$ cat src/rtl/udmon_pkg.sv
// -----------------------------------------------------------------------------
// udmon_pkg
// Shared types and constants for the up/down count monitor.
//   udmon_state_e : monitor FSM states (INIT / LOST / UP / DOWN)
//   udmon_class_e : classification of one prev->cur step (HOLD / UP / DOWN / ERR)
//   DIR_UP / DIR_DOWN : encoding of the inferred direction output
//                       (mirrors the counter's mode input M)
// -----------------------------------------------------------------------------
package udmon_pkg;

    typedef enum logic [1:0] {
        ST_INIT = 2'd0,
        ST_LOST = 2'd1,
        ST_UP   = 2'd2,
        ST_DOWN = 2'd3
    } udmon_state_e;

    typedef enum logic [1:0] {
        CLS_HOLD = 2'd0,
        CLS_UP   = 2'd1,
        CLS_DOWN = 2'd2,
        CLS_ERR  = 2'd3
    } udmon_class_e;

    localparam logic DIR_UP   = 1'b0;
    localparam logic DIR_DOWN = 1'b1;

endpackage

$ cat src/rtl/udmon_step_classify.sv
// -----------------------------------------------------------------------------
// udmon_step_classify
// Purely combinational comparison of the previous and current count values,
// modulo 2^WIDTH.
// Ports:
//   prev  in  WIDTH  previously sampled count
//   cur   in  WIDTH  currently sampled count
//   cls   out 2      step class (HOLD / UP / DOWN / ERR)
//   wrap  out 1      UP step from all-ones, or DOWN step from zero
// -----------------------------------------------------------------------------
module udmon_step_classify
    import udmon_pkg::*;
#(
    parameter int WIDTH = 4
) (
    input  logic [WIDTH-1:0] prev,
    input  logic [WIDTH-1:0] cur,
    output udmon_class_e     cls,
    output logic             wrap
);

    logic [WIDTH-1:0] prev_inc;
    logic [WIDTH-1:0] prev_dec;

    always_comb begin
        // Natural WIDTH-bit overflow gives the modulo arithmetic for free.
        prev_inc = prev + WIDTH'(1);
        prev_dec = prev - WIDTH'(1);
        cls      = CLS_ERR;
        wrap     = 1'b0;
        if (cur == prev) begin
            cls = CLS_HOLD;
        end else if (cur == prev_inc) begin
            cls  = CLS_UP;
            wrap = (prev == {WIDTH{1'b1}});
        end else if (cur == prev_dec) begin
            cls  = CLS_DOWN;
            wrap = (prev == {WIDTH{1'b0}});
        end
    end

endmodule

$ cat src/rtl/updown_count_monitor.sv
// -----------------------------------------------------------------------------
// updown_count_monitor
// Receive-side checker for an up/down counter's count bus. Infers the counting
// direction, flags wrap-around and illegal steps, tracks run length and a
// saturating error count. All outputs are registered: one cycle after the
// sampling edge.
//
// Optional feature macro: UDMON_STICKY_ERR_EN adds err_clr / err_sticky.
//
// Ports:
//   clk         in   1      rising-edge clock
//   reset       in   1      synchronous active-high reset (wins over sample_en)
//   count_in    in   WIDTH  observed counter value
//   sample_en   in   1      count_in valid this cycle
//   err_clr     in   1      (UDMON_STICKY_ERR_EN) clear sticky error flag
//   err_sticky  out  1      (UDMON_STICKY_ERR_EN) set on any illegal step
//   dir         out  1      inferred direction, DIR_UP=0 / DIR_DOWN=1
//   dir_valid   out  1      state is UP or DOWN
//   dir_chg     out  1      pulse on UP<->DOWN transition
//   wrap_pulse  out  1      pulse on max->0 (up) or 0->max (down) step
//   err_pulse   out  1      pulse on illegal step
//   run_len     out  RUN_W  consecutive steps in current direction (saturating)
//   err_count   out  ERR_W  illegal steps since reset (saturating)
//   fsm_state   out  2      debug view of the monitor FSM state
//
// Handshake: sample_en is a valid-only qualifier. There is no ready; every
// cycle with sample_en=1 is consumed and classified, every cycle with
// sample_en=0 leaves all state untouched and produces no pulses.
// -----------------------------------------------------------------------------
module updown_count_monitor
    import udmon_pkg::*;
#(
    parameter int WIDTH = 4,
    parameter int RUN_W = 8,
    parameter int ERR_W = 8
) (
    input  logic             clk,
    input  logic             reset,
    input  logic [WIDTH-1:0] count_in,
    input  logic             sample_en,
`ifdef UDMON_STICKY_ERR_EN
    input  logic             err_clr,
    output logic             err_sticky,
`endif
    output logic             dir,
    output logic             dir_valid,
    output logic             dir_chg,
    output logic             wrap_pulse,
    output logic             err_pulse,
    output logic [RUN_W-1:0] run_len,
    output logic [ERR_W-1:0] err_count,
    output udmon_state_e     fsm_state
);

    localparam logic [RUN_W-1:0] RUN_MAX = {RUN_W{1'b1}};
    localparam logic [ERR_W-1:0] ERR_MAX = {ERR_W{1'b1}};

    udmon_state_e     state_q;
    udmon_state_e     state_d;
    logic [WIDTH-1:0] prev_q;
    udmon_class_e     cls;
    logic             wrap;
    logic             same_dir;
    logic             reverse;

    udmon_step_classify #(
        .WIDTH (WIDTH)
    ) u_classify (
        .prev (prev_q),
        .cur  (count_in),
        .cls  (cls),
        .wrap (wrap)
    );

    // ---------------- FSM: state register ----------------
    always_ff @(posedge clk) begin
        if (reset) begin
            state_q <= ST_INIT;
        end else begin
            state_q <= state_d;
        end
    end

    // ---------------- FSM: next state ----------------
    always_comb begin
        state_d = state_q;
        if (sample_en) begin
            if (state_q == ST_INIT) begin
                // First sample only primes prev; there is nothing to compare yet.
                state_d = ST_LOST;
            end else begin
                unique case (cls)
                    CLS_UP:   state_d = ST_UP;
                    CLS_DOWN: state_d = ST_DOWN;
                    CLS_ERR:  state_d = ST_LOST;
                    default:  state_d = state_q;
                endcase
            end
        end
    end

    // ---------------- FSM: outputs ----------------
    always_comb begin
        dir_valid = (state_q == ST_UP) || (state_q == ST_DOWN);
        fsm_state = state_q;
    end

    // A step continuing the current locked direction extends the run; a step
    // against it is a reversal. Steps out of LOST are neither.
    always_comb begin
        same_dir = ((state_q == ST_UP)   && (cls == CLS_UP)) ||
                   ((state_q == ST_DOWN) && (cls == CLS_DOWN));
        reverse  = ((state_q == ST_UP)   && (cls == CLS_DOWN)) ||
                   ((state_q == ST_DOWN) && (cls == CLS_UP));
    end

    // ---------------- Datapath: prev, direction, pulses, counters ----------------
    always_ff @(posedge clk) begin
        if (reset) begin
            prev_q     <= '0;
            dir        <= DIR_UP;
            dir_chg    <= 1'b0;
            wrap_pulse <= 1'b0;
            err_pulse  <= 1'b0;
            run_len    <= '0;
            err_count  <= '0;
        end else begin
            dir_chg    <= 1'b0;
            wrap_pulse <= 1'b0;
            err_pulse  <= 1'b0;
            if (sample_en) begin
                prev_q <= count_in;
                if (state_q != ST_INIT) begin
                    // wrap is only ever raised for UP/DOWN classes, so it can
                    // never coincide with err_pulse.
                    wrap_pulse <= wrap;
                    err_pulse  <= (cls == CLS_ERR);
                    dir_chg    <= reverse;
                    unique case (cls)
                        CLS_UP, CLS_DOWN: begin
                            dir <= (cls == CLS_UP) ? DIR_UP : DIR_DOWN;
                            if (same_dir) begin
                                if (run_len != RUN_MAX) begin
                                    run_len <= run_len + RUN_W'(1);
                                end
                            end else begin
                                run_len <= RUN_W'(1);
                            end
                        end
                        CLS_ERR: begin
                            run_len <= '0;
                            if (err_count != ERR_MAX) begin
                                err_count <= err_count + ERR_W'(1);
                            end
                        end
                        default: begin
                        end
                    endcase
                end
            end
        end
    end

`ifdef UDMON_STICKY_ERR_EN
    // Sticky flag: a same-cycle illegal step beats the clear request.
    always_ff @(posedge clk) begin
        if (reset) begin
            err_sticky <= 1'b0;
        end else if (sample_en && (state_q != ST_INIT) && (cls == CLS_ERR)) begin
            err_sticky <= 1'b1;
        end else if (err_clr) begin
            err_sticky <= 1'b0;
        end
    end
`endif

endmodule

$ cat config.mk
export PLATFORM = sky130hd
export DESIGN_NAME = updown_count_monitor
export DESIGN_NICKNAME = d
export VERILOG_FILES = /design/src/rtl/udmon_pkg.sv /design/src/rtl/udmon_step_classify.sv /design/src/rtl/updown_count_monitor.sv
export SDC_FILE = /design/constraint.sdc
export NUM_CORES = 1
export LEC_CHECK = 0
export CAP_MARGIN = 20
export CORE_MARGIN = 2
export CORE_UTILIZATION = 50
export CTS_CLUSTER_SIZE = 30
export DETAILED_ROUTE_END_ITERATION = 6
export GPL_ROUTABILITY_DRIVEN = 0
export PLACE_DENSITY = 0.83
export SETUP_SLACK_MARGIN = 0.4
export SLEW_MARGIN = 20
export SYNTH_ARGS = -nofsm -noshare
export SYNTH_HDL_FRONTEND = slang
export SYNTH_SLANG_ARGS = --single-unit
$ cat constraint.sdc
create_clock -name clk -period 3.1 [get_ports clk]
set_clock_uncertainty 0.05 [all_clocks]
set_input_delay 0.62 -clock clk [delete_from_list [all_inputs] [get_ports clk]]
set_output_delay 0.62 -clock clk [all_outputs]
set_load 0.1 [all_outputs]
==> results.sh <==
export IMPL_worstHoldPathType="flop to flop"
export IMPL_drc=0
export IMPL_r2r_start="prev_q[1]"
export IMPL_grt_pass1_wl_um=6223
export IMPL_reg2reg_to="run_len[5]"
export IMPL_grt_max_degree=16
export IMPL_synthFlopType="dfxtp_1"
export IMPL_rrSetupSlack_ps=360
export IMPL_postSynthCellCount=171
export IMPL_worst_setup_path_start_kind="primary input"
export IMPL_cts_root_buf="clkbuf_4"
export IMPL_final_area_um2=2092
export IMPL_antenna_found_initial=0
export IMPL_drt_pre_antenna_iters=4
export IMPL_grt_pass1_vias=1433
export IMPL_yosys_area_share_adder=0.07679
export IMPL_drive_gt1_frac=0.3795
export IMPL_irDropWorstVdd_v=0.0004068
export IMPL_synthesis_nets=187
export IMPL_synth_xor_area_share=0.1058
export IMPL_finalMaxSlewViolations=0
export IMPL_tightest_slew_ps=656.1
export IMPL_synth_warnings=0
export IMPL_synth_top_family_by_area="simple AND/OR/NAND/NOR gates"
export IMPL_pin_count=30
export IMPL_period_needed_ps=2747
export IMPL_finalWirelength_um=4031
export IMPL_grt_total_usage=0.2323
export IMPL_final_nets=241
export IMPL_synthesis_area_um2=1466
export IMPL_crit_start="count_in[2]"
export IMPL_cts_tree="built"
export IMPL_die_area_um2=3382
export IMPL_cts_buffers_inserted=3
export IMPL_dp_hpwl_um=2645
export IMPL_worstPathMaxFanout=4
export IMPL_vias_per_cell=5.749
export IMPL_yosysSeqAreaShare=0.3549
export IMPL_critical_path_class="primary input to flop"
export IMPL_fill_cells=191
export IMPL_async_flop_share=0
export IMPL_cts_hold_buf=0
export IMPL_finalCritPeriodShare=0.8861
export IMPL_postRouteAntennaNets=0
export IMPL_status="completed"
export IMPL_final_hold_violation_count=0
export IMPL_synth_edf_count=0
export IMPL_htreeDepth=1
export IMPL_vias=1466
export IMPL_cpMaxStageDelayCell="or4b_4"
export IMPL_slew_headroom=0.5597
export IMPL_syn_avg_cell_area_um2=8.575
export IMPL_tns_ps=0
export IMPL_synthDistinctLibCells=38
export IMPL_yosysMostFrequentCell="dfxtp_1"
export IMPL_synthTopCellsByArea="dfxtp_1 35%, ha_1 7.7%, nor2_1 5.6%"
export IMPL_p_leak_nw=0.8722
export IMPL_initialDrtViolationCount=67
export IMPL_synth_compound_area_frac=0.1220
export IMPL_clk_pin_slew_worst_paths_ps=140
export IMPL_ys_ff_latch=26
export IMPL_crit_chain="dlygate4sd2_1, xnor2_2, or4b_4, o31a_1, ha_4, and4b_1, nand4_1, buf_4, nand3_2, xor2_1, nor2_1"
export IMPL_wl_per_cell_um=15.81
export IMPL_core_um2=2781
export IMPL_cpPeakStageDelay_ps=510
export IMPL_areaGrowthSynthToFinish_pct=42.66
export IMPL_clock_latency_ps=320
export IMPL_whs_ps=463.9
export IMPL_reg2reg_depth=11
export IMPL_multi_input_area_um2=1010
export IMPL_grt_setup_unrepaired="yes"
export IMPL_clockBufferDepth=2
export IMPL_required_ps=3290
export IMPL_rows=19
export IMPL_critical_path_endpoint_type="flop"
export IMPL_synth_top_area_frac=0.3549
export IMPL_start_util=0.5272
export IMPL_cp_arrival_ps=2930
export IMPL_gr_total_overflow=0
export IMPL_diodes=0
export IMPL_yosys_area_share_simple=0.2329
export IMPL_dpl_instance_area_um2=1861
export IMPL_max_cap_violations=0
export IMPL_finalSetupViolCount=0
export IMPL_yosys_top_cells_count="26 x dfxtp_1, 22 x nor2_1, 13 x inv_1, 12 x nand3_1"
export IMPL_cts_sinks=26
export IMPL_die_width_um=58.16
export IMPL_yosys_area_top_type="dfxtp_1"
export IMPL_crit_end="run_len[5]"
export IMPL_fmax_mhz=364.1
export IMPL_die_height_um=58.16
export IMPL_seq_area_um2=528.0
export IMPL_io_buffers=29
export IMPL_muxShareOfSynthArea=0.05546
export IMPL_power_density_nw_per_um2=376.3
[cells by family (layout without fill, tap and decap cells)]
| logic type | after synthesis | after routing |
|---|---|---|
| and+or+nand+nor | 68 | 68 |
| DFF | 26 | 26 |
| AOI/OAI and AO/OA | 25 | 25 |
| muxes | 8 | 8 |
| adders and majority gates | 9 | 9 |
| buffers and inverters | 19 | 72 |
| xor gates and xnor gates | 16 | 16 |
[placed cells by master, fill, tap and decap left out, types with 3 or more instances in the layout]
master	synthesis	layout
o32ai_1	3	3
mux2i_1	7	7
nor3_1	8	6
a21oi_1	5	5
nor2_1	22	20
or3_1	3	3
buf_4	1	48
inv_1	13	11
nand3_1	12	10
o21ai_1	2	3
ha_4	0	3
dfxtp_1	26	24
xor2_2	1	4
nand2_1	9	7
nand4_1	3	3
ha_1	9	5
clkbuf_4	0	3
xor2_1	7	4
xnor2_1	7	6
[worst min-delay path by stage]
| stage | startpoint | endpoint | cells after the start | slack (ps) |
|---|---|---|---|---|
| 6_report | dir | dir | 2 | 460 |
| 3_5_place_dp | dir | dir | 2 | 450 |
| 3_3_place_gp | dir | dir | 2 | 440 |
| 5_1_grt | dir | dir | 2 | 490 |
| 4_1_cts | dir | dir | 2 | 470 |
| 2_1_floorplan | prev_q[3] | prev_q[3] | 2 | 500 |
[sequential cells by signal (all words and copies together), names as in the netlist]
register / count
dir: 1
err_pulse: 1
err_count: 8
wrap_pulse: 1
prev_q: 4
fsm_state: 2
dir_chg: 1
run_len: 8
[cell type report]
class / count / share of cell area
well taps: 31 / 0.01854
inverters: 13 / 0.02333
clock buffers: 4 / 0.01734
repair buffers: 55 / 0.2057
multi-input cells: 126 / 0.4827
flip-flops and latches: 26 / 0.2524
[routing by layer]
metal | vias up | GRT usage | wire length (um)
met5 | - | 0 | 0
met4 | 0 | 0.06645 | 39
met3 | 6 | 0.05134 | 195
met2 | 51 | 0.3929 | 2068
met1 | 708 | 0.2972 | 1727
li1 | 701 | - | -
[power breakdown]
part | total [mW] | switching [mW] | internal, mW
registers | 0.357 | 0.0139 | 0.343
clock network | 0.174 | 0.102 | 0.0719
logic | 0.257 | 0.147 | 0.110
total | 0.787 | 0.263 | 0.525
[worst max-delay path: cells and delay by family]
kind,cells,cell delay (ps)
compound gates,1,200
xor+xnor,2,310
fa+ha+maj,1,250
buf+inv,2,480
simple gates,5,1070
[metrics by stage]
| step | utilization | instances | setup slack (ps) | total power [mW] |
|---|---|---|---|---|
| final | 0.7521 | 255 | 353.2 | 0.7871 |
| after global placement | 0.6689 | 243 | -217.1 | 0.5644 |
| after floorplan | - | 171 | 259.5 | 0.4990 |
| after CTS | 0.7260 | 255 | 375.5 | 0.7629 |
| after global routing | 0.7521 | 255 | 255.2 | 0.8229 |
| after detailed placement | 0.6689 | 243 | -335.2 | 0.5717 |
[what timing repair did]
item | CTS | global route
setup endpoints to repair | 15 | 12
pin swaps | 13 | 5
buffers inserted | 8 | 0
endpoints found under the hold margin | 0 | 0
resized for setup | 21 | 15
Note: power is estimated with default switching activity, not from simulation.
